--- src/rtl/float_adder.sv ---
// Multi-cycle floating-point adder for a parameterised {sign, exponent, mantissa} format.
// The default parameters give bf16; EXP_BITS=4, MAN_BITS=3 gives e4m3.
// Each release of reset runs one addition: LOAD -> ALIGN -> ADD -> NORM -> DONE.
// Optional feature: define FLOAT_ADDER_RNE_EN for round-to-nearest-even.
// Without it, results are truncated toward zero.
// Zero exponent fields are treated as zero. There is no Inf/NaN, and overflow saturates.
module float_adder #(
    parameter int unsigned EXP_BITS = 8,
    parameter int unsigned MAN_BITS = 7
) (
    input  logic                         clock,
    input  logic                         reset,
    input  logic [EXP_BITS+MAN_BITS:0]   a,
    input  logic [EXP_BITS+MAN_BITS:0]   b,
    output logic [EXP_BITS+MAN_BITS:0]   y,
    output logic                         is_output_valid
);

    localparam int unsigned W         = 1 + EXP_BITS + MAN_BITS;
    // Significand with hidden bit plus guard/round/sticky
    localparam int unsigned SW        = MAN_BITS + 4;
    // Significand sum with carry-out bit
    localparam int unsigned AW        = MAN_BITS + 5;
    localparam int unsigned LZW       = $clog2(SW);
    localparam int unsigned SHIFT_ALL = MAN_BITS + 3;
    localparam int          EXP_MAX   = int'((1 << EXP_BITS) - 1);

    typedef enum logic [2:0] {
        S_LOAD,
        S_ALIGN,
        S_ADD,
        S_NORM,
        S_DONE
    } state_t;

    state_t state;
    state_t state_next;

    logic [W-1:0]          a_q;
    logic [W-1:0]          b_q;
    logic                  sign_q;
    logic                  sub_q;
    logic [EXP_BITS-1:0]   exp_q;
    logic [SW-1:0]         big_sig_q;
    logic [SW-1:0]         small_sig_q;
    logic [AW-1:0]         sum_q;

    logic                  zero_a_c;
    logic                  zero_b_c;
    logic [W-2:0]          mag_a_c;
    logic [W-2:0]          mag_b_c;
    logic                  a_ge_b_c;

    logic                  big_sign_c;
    logic                  big_zero_c;
    logic                  small_zero_c;
    logic [EXP_BITS-1:0]   big_exp_c;
    logic [EXP_BITS-1:0]   small_exp_c;
    logic [EXP_BITS-1:0]   diff_c;
    logic [MAN_BITS-1:0]   big_man_c;
    logic [MAN_BITS-1:0]   small_man_c;
    logic [SW-1:0]         big_sig_c;
    logic [SW-1:0]         small_raw_c;
    logic [SW-1:0]         small_sh_c;
    logic [SW-1:0]         lost_mask_c;

    logic [AW-1:0]         sum_c;

    logic [LZW-1:0]        lz_c;
    logic [SW-1:0]         norm_sig_c;
    int                    norm_exp_c;
    int                    exp_c;
    logic [MAN_BITS-1:0]   man_c;
    logic [W-1:0]          result_c;

    // State register; reset parks the FSM in LOAD
    always_ff @(posedge clock or negedge reset) begin
        if (!reset) begin
            state <= S_LOAD;
        end else begin
            state <= state_next;
        end
    end

    // Single-shot sequence, one state per edge, then hold in DONE
    always_comb begin
        state_next = state;
        case (state)
            S_LOAD:  state_next = S_ALIGN;
            S_ALIGN: state_next = S_ADD;
            S_ADD:   state_next = S_NORM;
            S_NORM:  state_next = S_DONE;
            S_DONE:  state_next = S_DONE;
            default: state_next = S_LOAD;
        endcase
    end

    // Magnitude compare with subnormals flushed to zero
    always_comb begin
        zero_a_c = (a_q[W-2:MAN_BITS] == '0);
        zero_b_c = (b_q[W-2:MAN_BITS] == '0);
        mag_a_c  = zero_a_c ? '0 : a_q[W-2:0];
        mag_b_c  = zero_b_c ? '0 : b_q[W-2:0];
        a_ge_b_c = (mag_a_c >= mag_b_c);
    end

    // Swap so the larger magnitude is first, then align the smaller one with sticky collection
    always_comb begin
        big_sign_c   = b_q[W-1];
        big_zero_c   = zero_b_c;
        small_zero_c = zero_a_c;
        big_exp_c    = b_q[W-2:MAN_BITS];
        small_exp_c  = a_q[W-2:MAN_BITS];
        big_man_c    = b_q[MAN_BITS-1:0];
        small_man_c  = a_q[MAN_BITS-1:0];
        if (a_ge_b_c) begin
            big_sign_c   = a_q[W-1];
            big_zero_c   = zero_a_c;
            small_zero_c = zero_b_c;
            big_exp_c    = a_q[W-2:MAN_BITS];
            small_exp_c  = b_q[W-2:MAN_BITS];
            big_man_c    = a_q[MAN_BITS-1:0];
            small_man_c  = b_q[MAN_BITS-1:0];
        end

        big_sig_c   = big_zero_c   ? '0 : {1'b1, big_man_c, 3'b000};
        small_raw_c = small_zero_c ? '0 : {1'b1, small_man_c, 3'b000};
        diff_c      = big_exp_c - small_exp_c;
        lost_mask_c = ~({SW{1'b1}} << diff_c);

        if (32'(diff_c) >= SHIFT_ALL) begin
            small_sh_c = {{(SW-1){1'b0}}, |small_raw_c};
        end else begin
            small_sh_c    = small_raw_c >> diff_c;
            small_sh_c[0] = small_sh_c[0] | (|(small_raw_c & lost_mask_c));
        end
    end

    // Significand add or subtract; the larger magnitude is always the minuend
    always_comb begin
        if (sub_q) begin
            sum_c = AW'(big_sig_q) - AW'(small_sig_q);
        end else begin
            sum_c = AW'(big_sig_q) + AW'(small_sig_q);
        end
    end

    // Leading-zero count of the non-carry part of the sum; the highest set bit wins
    always_comb begin
        lz_c = '0;
        for (int i = 0; i < int'(SW); i++) begin
            if (sum_q[i]) begin
                lz_c = LZW'(SW - 1 - i);
            end
        end
    end

    // Normalise after a carry-out or a cancellation
    always_comb begin
        if (sum_q[AW-1]) begin
            norm_sig_c    = sum_q[AW-1:1];
            norm_sig_c[0] = sum_q[1] | sum_q[0];
            norm_exp_c    = int'(exp_q) + 1;
        end else begin
            norm_sig_c = sum_q[SW-1:0] << lz_c;
            norm_exp_c = int'(exp_q) - int'(lz_c);
        end
    end

`ifdef FLOAT_ADDER_RNE_EN
    logic                round_up_c;
    logic [MAN_BITS:0]   man_ext_c;
    logic                unused_norm;

    // Round to nearest, ties to even; a mantissa carry bumps the exponent
    always_comb begin
        round_up_c = norm_sig_c[2] & (norm_sig_c[1] | norm_sig_c[0] | norm_sig_c[3]);
        man_ext_c  = {1'b0, norm_sig_c[SW-2:3]} + (MAN_BITS+1)'(round_up_c);
        man_c      = man_ext_c[MAN_BITS-1:0];
        exp_c      = norm_exp_c + int'(man_ext_c[MAN_BITS]);
    end

    // The hidden bit is implied once normalised
    assign unused_norm = norm_sig_c[SW-1];
`else
    logic unused_norm;

    // Truncate toward zero
    always_comb begin
        man_c = norm_sig_c[SW-2:3];
        exp_c = norm_exp_c;
    end

    // The hidden bit and guard/round/sticky bits are dropped by truncation
    assign unused_norm = ^{norm_sig_c[SW-1], norm_sig_c[2:0]};
`endif

    // Pack the result: exact zero gives +0, underflow gives signed zero, overflow saturates
    always_comb begin
        if (sum_q == '0) begin
            result_c = '0;
        end else if (norm_exp_c < 1) begin
            result_c = {sign_q, {(W-1){1'b0}}};
        end else if (exp_c > EXP_MAX) begin
            result_c = {sign_q, {(W-1){1'b1}}};
        end else begin
            result_c = {sign_q, exp_c[EXP_BITS-1:0], man_c};
        end
    end

    // Per-state datapath registers and the registered result
    always_ff @(posedge clock or negedge reset) begin
        if (!reset) begin
            a_q             <= '0;
            b_q             <= '0;
            sign_q          <= 1'b0;
            sub_q           <= 1'b0;
            exp_q           <= '0;
            big_sig_q       <= '0;
            small_sig_q     <= '0;
            sum_q           <= '0;
            y               <= '0;
            is_output_valid <= 1'b0;
        end else begin
            case (state)
                S_LOAD: begin
                    a_q <= a;
                    b_q <= b;
                end
                S_ALIGN: begin
                    sign_q      <= big_sign_c;
                    sub_q       <= a_q[W-1] ^ b_q[W-1];
                    exp_q       <= big_exp_c;
                    big_sig_q   <= big_sig_c;
                    small_sig_q <= small_sh_c;
                end
                S_ADD: begin
                    sum_q <= sum_c;
                end
                S_NORM: begin
                    y               <= result_c;
                    is_output_valid <= 1'b1;
                end
                default: begin
                end
            endcase
        end
    end

endmodule

--- config.mk ---
export PLATFORM = sky130hd
export DESIGN_NAME = float_adder
export DESIGN_NICKNAME = d
export VERILOG_FILES = /design/src/rtl/float_adder.sv
export SDC_FILE = /design/constraint.sdc
export NUM_CORES = 1
export LEC_CHECK = 0
export BUFFER_PORTS_ARGS = -buffer_cell sky130_fd_sc_hd__buf_2
export CAP_MARGIN = 20
export CORE_MARGIN = 8
export CORE_UTILIZATION = 50
export CTS_CLUSTER_DIAMETER = 60
export DETAILED_ROUTE_END_ITERATION = 8
export PLACE_DENSITY = 0.68
export SLEW_MARGIN = 20
export SYNTH_ARGS = -nofsm -noshare
export SYNTH_HDL_FRONTEND = slang
export SYNTH_SLANG_ARGS = --single-unit
--- constraint.sdc ---
create_clock -name clock -period 5.92 [get_ports clock]
set_input_delay 1.776 -clock clock [delete_from_list [all_inputs] [get_ports clock]]
set_output_delay 1.776 -clock clock [all_outputs]
set_load 0.02 [all_outputs]
Yosys cells after proc, flatten, opt, wreduce, memory -nomap -nowiden
Index checks and enable logic that the tools add are counted.
- add/sub/neg operators: 5
- $lt $le $gt $ge: 4
- equal/unequal tests: 4
- shift operators: 3
- mux-type cells: 30
- bitwise logic cells: 5
- reductions and logical operators: 7
- operators with widths (operator ; count):
    $mux 15 ; 4
    $mux 4 ; 11
    $mux 11 ; 3
    $gt 32x9->1 const B ; 1
    $lt 32x2->1 const B ; 1
    $mux 32 ; 1
    $reduce_or 11->1 ; 2
    $logic_not 8->1 ; 2
    $mux 16 ; 1
    $mux 8 ; 2
    $ge 15x15->1 ; 1
    $mux 7 ; 2
    $add 11x11->12 ; 1
    $logic_not 12->1 ; 1
    $mux 12 ; 1
    $pmux 3 s4 ; 1
    $sub 11x11->12 ; 1
    $and 11x11->11 ; 1
    $not 11->11 ; 1
    $shl 11x4->10 ; 1
    $shl 11x8->11 const A ; 1
    $shr 11x8->11 ; 1
    $mux 10 ; 1
    $add 8x1->9 const B ; 1
    other kinds (11) ; 15
- register bits after elaboration: 96
- input port bits: 34
- output and inout port bits: 17
- logic and storage cells: 69

Depth between registers and ports, before layout
- depth after elaboration: 17
- mapped depth: 25
- mapped depth without buffers: 20

Worst setup path after synthesis
OpenSTA, ideal clock, no wires.
- kind: reg2reg
- start point: reg a_q[11]
- end point: reg small_sig_q[7]
- library setup time: 68 ps
- arrival: 5048 ps
- data required time: 5852 ps
- slack: 805 ps
- cell stages (with the launch flop): 26
- buffers on the path: 6
- clock period less this slack: 5115 ps
- cells stage by stage: dfrtp_1 clkbuf_1 nor4_1 nand2_1 clkbuf_1 and2_1 ha_1 nand2_1 o21ai_0 o21bai_1 a21o_1 buf_4 buf_2 buf_2 buf_1 mux2i_1 ha_1 nand3_2 nand2_2 maj3_4 a211oi_2 or3_4 a211oi_4 nand2_2 nor3_4 a32o_1
- cells in the longest elaborated chain, start to end: 7
- elaborated cells on any way between the ends: 12
- those cells by class: 1 x add/sub; 2 x order compare; 1 x shift; 7 x mux; 1 x reduce/logical
- ends and longest elaborated chain (item ; line ; source):
    start: declaration ; 39 ; logic [W-1:0] a_q;
    start signal: assignment ; 214 ; a_q <= '0;
    start signal: assignment ; 227 ; a_q <= a;
    $logic_not 8->1 ; 100 ; zero_a_c = (a_q[W-2:MAN_BITS] == '0);
    $mux 15 ; 102 ; mag_a_c = zero_a_c ? '0 : a_q[W-2:0];
    $ge 15x15->1 ; 104 ; a_ge_b_c = (mag_a_c >= mag_b_c);
    $mux 8 (tied with other cells) ; 116 ; if (a_ge_b_c) begin
    $sub 8x8->8 / $mux 11 (equally long branches) ; 128, 127 ;
    $ge 8x4->1 / $shr 11x8->11 (equally long branches) ; 131, 134 ;
    $mux 11 (*) ; 131 ; if (32'(diff_c) >= SHIFT_ALL) begin
    end signal: assignment ; 235 ; small_sig_q <= small_sh_c;
    end: declaration ; 45 ; logic [SW-1:0] small_sig_q;
Mark *: on every way between the ends. The rest lies on a longest branch, timed or not.
A chain may end at the register's enable or synchronous reset.

Worst setup path in the final report
- start point: reg a_q[13]
- end point: reg small_sig_q[10]
Same word-level chain as after synthesis.

==> flow_metrics.env <==
export IMPL_skew_ps=8.09
export IMPL_layout_cells_most_common="nand2_1"
export IMPL_fill_cells=1249
export IMPL_cts_made_buffers=9
export IMPL_design_core_area_sq_mm=0.0132
export IMPL_ir_drop_mv=0.146
export IMPL_fin_nets=862
export IMPL_yosys_warnings=0
export IMPL_drive_above_1_share_pct=16.1
export IMPL_grt_busiest_layer="met2"
export IMPL_status="finished, final reports clean"
export IMPL_yosys_area_share_simple_pct=19.0
export IMPL_timing_setup_tns_ps=0
export IMPL_syn2layout_area_growth_pct=9.69
export IMPL_synthesis_area_sq_mm=0.00672
export IMPL_cts_root_buf="clkbuf_16"
export IMPL_synth_top_area_cell="dfrtp_1"
export IMPL_row_count=42
export IMPL_drc=0
export IMPL_synth_top_cell_area_share_pct=34.7
export IMPL_crit_required_ps=6210
export IMPL_synth_compound_area_share_pct=20.0
export IMPL_grt_pass1_wl_mm=27.6
export IMPL_grt_max_degree=59
export IMPL_synth_cell_types=71
export IMPL_syn_nets=842
export IMPL_dieHeight_um=132
export IMPL_pwr_share_clk_pct=25.2
export IMPL_cts_tree="built"
export IMPL_antenna_found_initial=0
export IMPL_critPathCaptureType="flip-flop"
export IMPL_ys_seq_elements=93
export IMPL_syn_avg_cell_area_sq_um=8.64
export IMPL_switchingPower_uw=968
export IMPL_drtAntennaViolNets=0
export IMPL_drv_slew=0
export IMPL_antenna_cells=0
export IMPL_power_density_mw_per_mm2=336
export IMPL_multi_input_area_sq_mm=0.00411
export IMPL_finalCritPeriodShare_pct=83.8
export IMPL_dieArea_sq_mm=0.0174
export IMPL_wl_mm=16.0
export IMPL_r2r_cells=19
export IMPL_startpoint="a_q[13]"
export IMPL_critPathMaxFanout=12
export IMPL_grt_overflow=0
export IMPL_synthAdderAreaFrac_pct=6.43
export IMPL_stdcell_count=978
export IMPL_synthTopCellsByArea="dfrtp_1 35%, nand2_1 6.6%, ha_1 5.6%"
export IMPL_worstReg2RegStart="a_q[13]"
export IMPL_netlist_instances=777
export IMPL_synthXorXnorAreaFrac_pct=4.90
export IMPL_gp_congestion=0.912
export IMPL_first_iter_violations=348
export IMPL_critPathKind="reg -> reg"
export IMPL_p_leak_nw=3.31
export IMPL_worstHoldStart="is_output_valid"
export IMPL_dp_cells=962
export IMPL_grtUsageMet1_pct=24.8
export IMPL_p_seq_share_pct=35.1
export IMPL_combPwrFrac_pct=39.7
export IMPL_fp_dieW_um=132
export IMPL_fmax_mhz=201
export IMPL_floorplan_initialDensity_pct=50.9
export IMPL_cts_clk_slew_worst_paths_ps=80
export IMPL_internal_power_mw=1.51
export IMPL_post_drt_wl_per_cell_um=16.4
export IMPL_insertion_delay_ps=360
export IMPL_grtUsageMet3_pct=2.67
export IMPL_clk_path_buf_depth=2
export IMPL_grt_pass1_vias=5548
export IMPL_use_met2_pct=30.9
export IMPL_min_path_cells=1
export IMPL_seqCellArea_sq_mm=0.00233
export IMPL_switching_share_pct=39.1
export IMPL_final_cell_mix="118 x nand2_1, 93 x dfrtp_1, 63 x nor2_1"
export IMPL_io_pins=51
export IMPL_clock_sinks=93
export IMPL_synth_ff_type="dfrtp_1"
export IMPL_grt_total_usage_pct=18.9
export IMPL_utilization_pct=55.8
export IMPL_finalSetupViolations=0
export IMPL_relSlewSlack_pct=39.9
export IMPL_h_tree_depth=3
export IMPL_synth_top_family_by_area="compound AO/OA/AOI/OAI gates"
export IMPL_yosys_mux_area_fraction_pct=10.7
export IMPL_portBuffers=50
export IMPL_synth_edf_count=0
export IMPL_drtPass1Iterations=5
export IMPL_cts_setup_buffers=0
export IMPL_hold_path_class="reg -> reg"
export IMPL_ctsHoldBuffers=0
export IMPL_async_flop_share_pct=100
export IMPL_num_vias=5679
export IMPL_hold_viol_final=0
export IMPL_start_kind="flip-flop"
export IMPL_arrival_ps=5250
export IMPL_yosysSeqAreaShare_pct=34.7
export IMPL_rsz0062_at_grt="false"
export IMPL_worstMarginPinSlew_ps=900
export IMPL_hpwl_mm=12.0
export IMPL_ctsResizeCount=0
export IMPL_fin_crit_ps=4960
export IMPL_timing_max_cap_violations=0
export IMPL_viasPerCell=5.81
## flip-flops by register name, indices dropped and copies added, names as in the netlist
signal           flops
a_q                 16
b_q                 16
big_sig_q            8
exp_q                8
is_output_valid      1
sign_q               1
small_sig_q         11
state                3
sub_q                1
sum_q               12
y                   16
## stage by stage
stage / cell area, sq um / hold WS (ps) / power [mW] / setup slack (ps)
2_1_floorplan: 6720 / 454 / 1.61 / 805
3_3_place_gp: 7050 / 447 / 1.84 / 1190
3_5_place_dp: 7050 / 447 / 1.87 / 1070
4_1_cts: 7370 / 466 / 2.49 / 1040
5_1_grt: 7370 / 492 / 2.64 / 542
6_report: 7370 / 465 / 2.47 / 957
## kinds of logic after synthesis
logic type,after synthesis
flip-flops,93
AO/OA/AOI/OAI,207
AND/OR/NAND/NOR,275
multiplexers,61
XOR/XNOR,35
adder cells (fa/ha/maj),34
buffers and inverters,72
## power groups by stage
stage / Clock [mW] / Sequential, mW / Combinational [mW]
2_1_floorplan: 0 / 0.897 / 0.713
3_3_place_gp: 0 / 0.874 / 0.965
3_5_place_dp: 0 / 0.881 / 0.985
4_1_cts: 0.634 / 0.867 / 0.990
5_1_grt: 0.656 / 0.888 / 1.10
6_report: 0.623 / 0.868 / 0.983
## final timing paths
kind / to / slack [ps]
min reg2reg: is_output_valid / 460
max in group asynchronous: sum_q[1] / 3510
max reg2reg: small_sig_q[10] / 960
min in group asynchronous: is_output_valid / 1480
min: is_output_valid / 460
max: small_sig_q[10] / 960
## worst max-delay path, cell delays in order (launching register included)
cell and delay [ps]:
dfrtp_1 460, nor4_1 520, nand2_1 380, and2_1 300
ha_1 320, a21oi_1 140, o21ai_0 100, o21bai_1 220
a21o_1 210, mux2i_1 150, ha_1 260, nand3_2 120
nand2_2 110, maj3_4 180, a211oi_2 70, or3_4 400
a211oi_4 350, nand4_2 180, nor3_2 240, a32o_1 190
## final cells by class
| type | count | area share, % |
|---|---|---|
| Clock buffer | 9 | 3.06 |
| Clock inverter | 7 | 1.19 |
| Inverter | 23 | 1.17 |
| Multi-Input combinational cell | 612 | 55.8 |
| Sequential cell | 93 | 31.6 |
| Tap cell | 176 | 2.99 |
| Timing Repair Buffer | 58 | 4.25 |
## cells in the mapped netlist, types with 4 or more instances
library cell / count
clkbuf_1: 38
o21ai_0: 57
nand2b_1: 11
nand2_1: 118
a32o_1: 4
a31oi_1: 13
xnor2_1: 24
o21a_1: 8
o21bai_1: 4
ha_1: 30
xor2_1: 8
and2_1: 7
a211oi_1: 10
and3_1: 4
nand3_1: 17
mux2_2: 28
mux2i_1: 27
a21o_1: 13
dfrtp_1: 93
nor2b_1: 13
o211ai_1: 5
nor4_1: 11
inv_1: 22
a21oi_1: 42
nor2_1: 63
mux4_2: 6
o31ai_1: 9
buf_2: 7
nor3_1: 8
a22o_1: 4
o21ai_1: 9
## metal layers
layer  routed length, um  part of all wire (%)  vias to the layer above
li1                    -                     -                     2817
met1                7590                    47                     2708
met2                7590                    47                      128
met3                 533                   3.3                       26
met4                 321                   2.0                        0
met5                   0                     0                        -
No activity file was read; power rests on OpenSTA's default activity.
